`src/rtl/collision_ctrl.sv`:
```
// Player/obstacle collision check, score counter and game FSM (IDLE/RUN/HIT/OVER).
// Optional macro HIT_DEBOUNCE_EN: require DEBOUNCE consecutive overlapping strobes to register a hit.
module collision_ctrl #(
  parameter int HIT_FRAMES = 30,
  parameter int SCORE_W    = 14,
  parameter int DEBOUNCE   = 2
) (
  input  logic               i_clk,
  input  logic               i_rst,
  input  logic               i_ani_stb,
  input  logic               i_start,
  input  logic [11:0]        i_p_x1,
  input  logic [11:0]        i_p_x2,
  input  logic [11:0]        i_p_y1,
  input  logic [11:0]        i_p_y2,
  input  logic [11:0]        i_o_x1,
  input  logic [11:0]        i_o_x2,
  input  logic [11:0]        i_o_y1,
  input  logic [11:0]        i_o_y2,
  output logic               o_animate,
  output logic               o_obs_rst,
  output logic               o_hit,
  output logic               o_flash,
  output logic               o_game_over,
  output logic [SCORE_W-1:0] o_score
);

  typedef enum logic [1:0] {S_IDLE, S_RUN, S_HIT, S_OVER} state_t;

  state_t       r_state;
  logic [7:0]   r_hit_cnt;
  logic [11:0]  r_prev_x1;
  logic         r_prev_valid;

  logic               w_overlap;
  logic               w_wrap;
  logic               w_enter_hit;
  logic               w_score_ok;
  logic [7:0]         w_hit_inc;
  logic [SCORE_W-1:0] w_score_max;

  // Strict overlap: boxes that only share an edge do not collide.
  assign w_overlap   = (i_p_x1 < i_o_x2) && (i_o_x1 < i_p_x2) &&
                       (i_p_y1 < i_o_y2) && (i_o_y1 < i_p_y2);
  assign w_wrap      = r_prev_valid && (i_o_x1 > r_prev_x1);
  assign w_hit_inc   = r_hit_cnt + 8'd1;
  assign w_score_max = '1;

`ifdef HIT_DEBOUNCE_EN
  logic [2:0] r_run_cnt;
  logic [3:0] w_rc_next;
  assign w_rc_next   = {1'b0, r_run_cnt} + 4'd1;
  assign w_enter_hit = w_overlap && (w_rc_next >= 4'(DEBOUNCE));
  assign w_score_ok  = (r_run_cnt == 3'd0);
`else
  assign w_enter_hit = w_overlap;
  assign w_score_ok  = 1'b1;
`endif

  always_ff @(posedge i_clk or posedge i_rst) begin
    if (i_rst) begin
      r_state      <= S_IDLE;
      r_hit_cnt    <= '0;
      r_prev_x1    <= '0;
      r_prev_valid <= 1'b0;
      o_animate    <= 1'b0;
      o_obs_rst    <= 1'b0;
      o_hit        <= 1'b0;
      o_flash      <= 1'b0;
      o_game_over  <= 1'b0;
      o_score      <= '0;
`ifdef HIT_DEBOUNCE_EN
      r_run_cnt    <= '0;
`endif
    end else begin
      o_obs_rst <= 1'b0;
      case (r_state)
        S_IDLE, S_OVER: begin
          if (i_start) begin
            r_state      <= S_RUN;
            o_obs_rst    <= 1'b1;
            o_animate    <= 1'b1;
            o_game_over  <= 1'b0;
            o_score      <= '0;
            r_prev_valid <= 1'b0;
`ifdef HIT_DEBOUNCE_EN
            r_run_cnt    <= '0;
`endif
          end
        end
        S_RUN: begin
          if (i_ani_stb) begin
            r_prev_x1    <= i_o_x1;
            r_prev_valid <= 1'b1;
`ifdef HIT_DEBOUNCE_EN
            r_run_cnt    <= w_overlap ? w_rc_next[2:0] : 3'd0;
`endif
            if (w_enter_hit) begin
              r_state   <= S_HIT;
              r_hit_cnt <= '0;
              o_animate <= 1'b0;
              o_hit     <= 1'b1;
              o_flash   <= 1'b0;
`ifdef HIT_DEBOUNCE_EN
              r_run_cnt <= '0;
`endif
            end else if (!w_overlap && w_wrap && w_score_ok && (o_score != w_score_max)) begin
              o_score <= o_score + 1'b1;
            end
          end
        end
        S_HIT: begin
          if (i_ani_stb) begin
            if (r_hit_cnt == 8'(HIT_FRAMES - 1)) begin
              r_state     <= S_OVER;
              o_hit       <= 1'b0;
              o_flash     <= 1'b0;
              o_game_over <= 1'b1;
            end else begin
              r_hit_cnt <= w_hit_inc;
              o_flash   <= w_hit_inc[2];
            end
          end
        end
        default: r_state <= S_IDLE;
      endcase
    end
  end

endmodule

```
`config.mk`:
```
export PLATFORM = sky130hd
export DESIGN_NAME = collision_ctrl
export DESIGN_NICKNAME = d
export VERILOG_FILES = /design/src/rtl/collision_ctrl.sv
export SDC_FILE = /design/constraint.sdc
export NUM_CORES = 1
export LEC_CHECK = 0
export BUFFER_PORTS_ARGS = -buffer_cell sky130_fd_sc_hd__buf_2
export CAP_MARGIN = 40
export CELL_PAD_IN_SITES_DETAIL_PLACEMENT = 0
export CELL_PAD_IN_SITES_GLOBAL_PLACEMENT = 2
export CORE_MARGIN = 1
export CORE_UTILIZATION = 32
export CTS_CLUSTER_DIAMETER = 200
export CTS_CLUSTER_SIZE = 10
export DETAILED_ROUTE_END_ITERATION = 6
export PLACE_DENSITY = 0.94
export SYNTH_ARGS = -nofsm -noshare
export SYNTH_HDL_FRONTEND = slang
export SYNTH_SLANG_ARGS = --single-unit
```
`constraint.sdc`:
```
create_clock -name i_clk -period 4.95 [get_ports i_clk]
set_input_delay 0.99 -clock i_clk [delete_from_list [all_inputs] [get_ports i_clk]]
set_output_delay 0.99 -clock i_clk [all_outputs]
set_load 0.01 [all_outputs]
```
* Word-level counts from Yosys, hierarchy flattened
Index checks and enable logic that the tools add are counted.
** Operators by class
- Eq/ne operators :: 13
- Multipliers :: 0
- Order comparisons :: 5
- Mux-type cells :: 36
- Reduce and logical (&&, ||, !) cells :: 21
- Divide/modulo/power cells :: 0
- Bitwise operators :: 0
- Shifts and indexed selects :: 0
- Add/sub/neg operators :: 2
** Operators with widths (number)
- 14-bit 2-to-1 mux :: 4
- 12-bit < comparator :: 4
- 8-bit 2-to-1 mux :: 4
- 14-bit one-hot mux with 2 select lines :: 1
- 5-bit AND reduction :: 4
- 2-bit != test (second input constant) :: 8
- 8-bit one-hot mux with 2 select lines :: 1
- 1-bit 2-to-1 mux :: 15
- 14-bit by 1-bit adder with 14-bit output (second input constant) :: 1
- 14-bit != test (second input constant) :: 1
- 12-bit greater-than comparator :: 1
- 4-bit AND reduction :: 3
- 2-bit 2-to-1 mux :: 5
- 1-bit one-hot mux with 2 select lines :: 5
- 8-bit by 1-bit adder with 8-bit output (second input constant) :: 1
- 8-bit by 5-bit == test with 1-bit output (second input constant) :: 1
- 1-bit logical AND :: 6
- 2-bit one-hot mux with 3 select lines :: 1
- 2-bit nonzero test :: 3
- 2-bit == test (second input constant) :: 2
- 3-bit AND reduction :: 1
- 2-bit by 1-bit == test with 1-bit output (second input constant) :: 1
- 2-bit logical NOT :: 1
- 2-bit AND reduction :: 1
- other kinds (2) :: 2
** Storage, ports and cells
- Latch bits :: 0
- Output and inout bits :: 19
- Memories :: 0
- ROM bits :: 0
- Bits of input ports :: 100
- Bits in registers :: 42
- Word-level logic and storage cells :: 87
- Memory bits (writable) :: 0

* Logic depth before layout (Yosys ltp)
- Depth in word-level cells :: 11
- Depth in mapped cells :: 10
- Depth with buffers taken out :: 9

* Least setup slack after synthesis
No wires, ideal clock.
- Path kind :: input -> register
- Start point :: input i_p_x2[11]
- End point :: register r_hit_cnt[7]
- Arrival time :: 3.054 ns
- Buffers on the path :: 1
- Data required time :: 4.826 ns
- Cell stages on the path :: 10
- Slack :: 1.772 ns
- Cell sequence :: inv_1 -> ha_1 -> a22oi_2 -> nand3_1 -> or3_4 -> a221oi_2 -> a31oi_2 -> or2_0 -> buf_6 -> a211o_1
** Between the ends
- Cells in the longest elaborated chain, start to end :: 6
** Ends and longest elaborated chain
- start, declared :: RTL line 13 : input logic [11:0] i_p_x2,
- 12-bit < comparator :: RTL line 43 : assign w_overlap = (i_p_x1 < i_o_x2) && (i_o_x1 < i_p_x2) &&
- 1-bit logical AND (2 in series) :: RTL line 43
- 1-bit logical AND :: RTL line 44 : (i_p_y1 < i_o_y2) && (i_o_y1 < i_p_y2);
- 2-bit != test (no source line)
- 5-bit AND reduction (no source line)
- end signal, assigned :: RTL line 120 : r_hit_cnt <= w_hit_inc;
- end, declared :: RTL line 31 : logic [7:0] r_hit_cnt;
Every way passes these cells.
A chain may end at the register's enable or synchronous reset.

* Worst setup path after layout
- Start point :: input i_p_x2[11]
- End point :: register o_score[7]
** Between the ends
- Cells in the longest elaborated chain, start to end :: 9
- Elaborated cells between the ends (all ways) :: 10
- Classes of those cells :: order compare (1); eq/ne (2); reduce/logical (7)
** Ends and longest elaborated chain
- 12-bit < comparator (*) :: RTL line 43
- 1-bit logical AND (*) (2 in series) :: RTL line 43
- 1-bit logical AND (*) :: RTL line 44
- 1-bit logical NOT :: RTL line 107 : end else if (!w_overlap && w_wrap && w_score_ok && (o_score != w_score_max)) begin
- 1-bit logical AND (2 in series) :: RTL line 107
- 2-bit != test (no source line)
- 5-bit AND reduction (no source line) (*)
- end signal, assigned :: RTL line 108 : o_score <= o_score + 1'b1;
- end, declared :: RTL line 25 : output logic [SCORE_W-1:0] o_score
Every way passes the cells marked *; elsewhere a longest branch is shown, timed or not.

==> impl_metrics.env <==
export IMPL_status="finished clean"
export IMPL_synth_most_common_cell="inv_1"
export IMPL_synthAdderAreaFrac_pct=20.96
export IMPL_cts_hold_fix_buffers=0
export IMPL_grt_pass1_vias=3200
export IMPL_synth_top_family_by_area="adder cells"
export IMPL_clkPwrFrac_pct=23.3
export IMPL_whs_ps=498.5
export IMPL_nets=707
export IMPL_drive_above_1_share_pct=26.74
export IMPL_instances_no_fill=686
export IMPL_rsz0062_at_grt="false"
export IMPL_die_h_um=109.5
export IMPL_routed_wl_um=9021
export IMPL_crit_chain="buf_2, inv_1, ha_1, a22oi_2, nand3_1, or3_4, a221o_1, o31ai_2, a2111oi_0, mux2i_1"
export IMPL_grt_max_degree=43
export IMPL_fill_cells=1113
export IMPL_yosysWarnings=0
export IMPL_cp_slowest_cell="o31ai_2"
export IMPL_hold_path_class="flip-flop to flip-flop"
export IMPL_setup_tns_ps=0
export IMPL_setup_slack_ps=1451
export IMPL_criticalPathCategory="input port to flip-flop"
export IMPL_synth_edf_count=0
export IMPL_p_per_area_nw_per_um2=347.9
export IMPL_p_switching_mw=0.6313
export IMPL_clkTransAtPathRegs_ps=60
export IMPL_dp_cells=678
export IMPL_synth_top_area_share_pct=28.40
export IMPL_synth_area_per_cell_um2=8.627
export IMPL_cts_resized=0
export IMPL_cp_required_ps=5090
export IMPL_ant_nets=0
export IMPL_stdcell_area_um2=4591
export IMPL_cts_sinks=42
export IMPL_antenna_cells=0
export IMPL_dr_first_iter_drc_count=80
export IMPL_synthArstFlopShare_pct=100.0
export IMPL_numCtsBuffers=5
export IMPL_clk_path_buf_depth=2
export IMPL_p_comb_share_pct=45.4
export IMPL_worst_skew_pair_late_latency_ps=280
export IMPL_pwr_share_seq_pct=31.4
export IMPL_die_area_um2=12000
export IMPL_setup_viol=0
export IMPL_dpl_hpwl_um=7355
export IMPL_synthFlopType="dfrtp_1"
export IMPL_maxCapViolCount=0
export IMPL_die_x_um=109.5
export IMPL_num_vias=3418
export IMPL_synth_simple_area_share_pct=18.12
export IMPL_rows=38
export IMPL_pre_cts_ws_ps=1185
export IMPL_post_cts_buffers=0
export IMPL_ys_top_cells_by_area="dfrtp_1 (28%), ha_1 (21%), inv_1 (6.9%)"
export IMPL_syn_area_um2=3701
export IMPL_final_min_clock_period_ps=3499
export IMPL_placed_area_um2=4425
export IMPL_syn_inst=429
export IMPL_wl_per_cell_um=13.15
export IMPL_synth_xor_area_share_pct=0.2366
export IMPL_synth_top_area_cell="dfrtp_1"
export IMPL_synth_compound_area_share_pct=17.48
export IMPL_drv_slew=0
export IMPL_synth_seq_area_share_pct=28.40
export IMPL_syn_nets=591
export IMPL_swShare_pct=39.52
export IMPL_drc=0
export IMPL_fmax_ghz=0.2858
export IMPL_regArea_um2=1051
export IMPL_antenna_found_initial=0
export IMPL_track_usage_pct=15.29
export IMPL_final_util_pct=41.62
export IMPL_port_buffers=118
export IMPL_netlist_top_cells_count="inv_1 (68), ha_1 (62), nand2_1 (51), dfrtp_1 (42), a21oi_1 (22)"
export IMPL_ir_drop_v=0.0001353
export IMPL_viasPerCell=4.983
export IMPL_grt_remaining_overflow=0
export IMPL_total_power_mw=1.597
export IMPL_finClkSkew_ps=7.564
export IMPL_max_slew_worst_pin_slew_ps=879.7
export IMPL_io_pins=119
export IMPL_finalCritPeriodShare_pct=70.68
export IMPL_hold_viol=0
export IMPL_worstPathArrival_ps=3640
export IMPL_start_util_pct=33.55
export IMPL_core_area_um2=11030
export IMPL_leakage_nw=2.467
export IMPL_synth_cell_types=57
export IMPL_area_delta_synth_final_pct=24.04
export IMPL_slew_headroom_pct=41.00
export IMPL_end_kind="flip-flop"
export IMPL_cts_tree="built"
export IMPL_first_pass_iters=4
export IMPL_synth_seq_cells=42
export IMPL_synth_area_mux_share_pct=6.592
export IMPL_htree_levels=2
export IMPL_multiInputGateArea_um2=2346
export IMPL_cp_slowest_stage_delay_ps=760
export IMPL_start_kind="input port"
export IMPL_cts_root_buf="clkbuf_16"
export IMPL_intPower_mw=0.9659
export IMPL_routabilityCongestion=0.7533
export IMPL_grt_pass1_wl_um=14440
export IMPL_crit_fanout=13
[per-layer routing]
layer / GRT usage (%) / vias to the layer above / wire, µm
met4: 3.714 / 0 / 98
met2: 26.59 / 70 / 4400
met1: 19.75 / 1575 / 4169
met5: 0 / - / 0
li1: - / 1765 / -
met3: 2.371 / 8 / 352
[logic make-up after synthesis]
| logic type | Yosys count |
|---|---|
| compound gates | 92 |
| xor+xnor | 1 |
| fa+ha+maj | 62 |
| buf+inv | 78 |
| flops | 42 |
| mux | 23 |
| simple gates | 131 |
[critical path: cells and delay by family]
family,cells,cell delay (ps)
mux,1,170
buf+inv,2,110
fa+ha+maj,1,330
compound gates,4,1550
simple gates,2,480
[power groups by stage]
stage	Combinational (mW)	Sequential, mW	Clock, mW
final	0.724	0.501	0.371
after detailed placement	0.724	0.509	0
after CTS	0.730	0.503	0.379
after global placement	0.708	0.502	0
after global routing	0.828	0.515	0.392
after floorplan	0.536	0.499	0
[sequential cells by signal, summed over array words and instances, names as in the netlist]
signal	cells
o_animate	1
o_flash	1
o_game_over	1
o_hit	1
o_obs_rst	1
o_score	14
r_hit_cnt	8
r_prev_valid	1
r_prev_x1	12
r_state	2
[final timing paths]
path | startpoint | to | slack [ps] | cells past startpoint
worst max-delay path | i_p_x2[11] | o_score[7]$_DFFE_PP0P_ | 1450 | 10
worst min-delay path | r_prev_x1[0]$_DFFE_PP0P_ | r_prev_x1[0]$_DFFE_PP0P_ | 500 | 2
worst max register to register | r_state[1]$_DFFE_PP0P_ | o_score[12]$_DFFE_PP0P_ | 1750 | 9
worst min register to register | r_prev_x1[0]$_DFFE_PP0P_ | r_prev_x1[0]$_DFFE_PP0P_ | 500 | 2
max in group asynchronous | i_rst | o_score[8]$_DFFE_PP0P_ | 3720 | 3
min in group asynchronous | i_rst | r_hit_cnt[7]$_DFFE_PP0P_ | 840 | 3
[placed cells by master (no fill, tap or decap), drive strengths merged, types with 2 or more instances in the layout]
cell type,instances
o21ai,19
a21o,4
nand4,9
ha,62
nor2,10
nor2b,3
and4,2
o311ai,3
nor4,6
nand2b,17
and3,3
inv,68
or2,2
a211o,6
a211oi,2
dfrtp,42
clkinv,2
mux2i,12
a21oi,22
nand3b,2
a2111oi,7
nand2,51
or4,3
nor3,2
a22oi,2
a31oi,2
clkbuf,5
buf,119
nand3,18
o31ai,4
o211ai,8
mux2,11
a221oi,2
[final cells by class]
cell class              instances  area share [%]
well taps                     140           3.816
multi-input cells             309           51.10
clock inverters                 3          0.8722
repair buffers                119           13.03
inverters                      68           5.560
flip-flops and latches         42           22.89
clock buffers                   5           2.726
No activity file was read; power rests on OpenSTA's default activity.
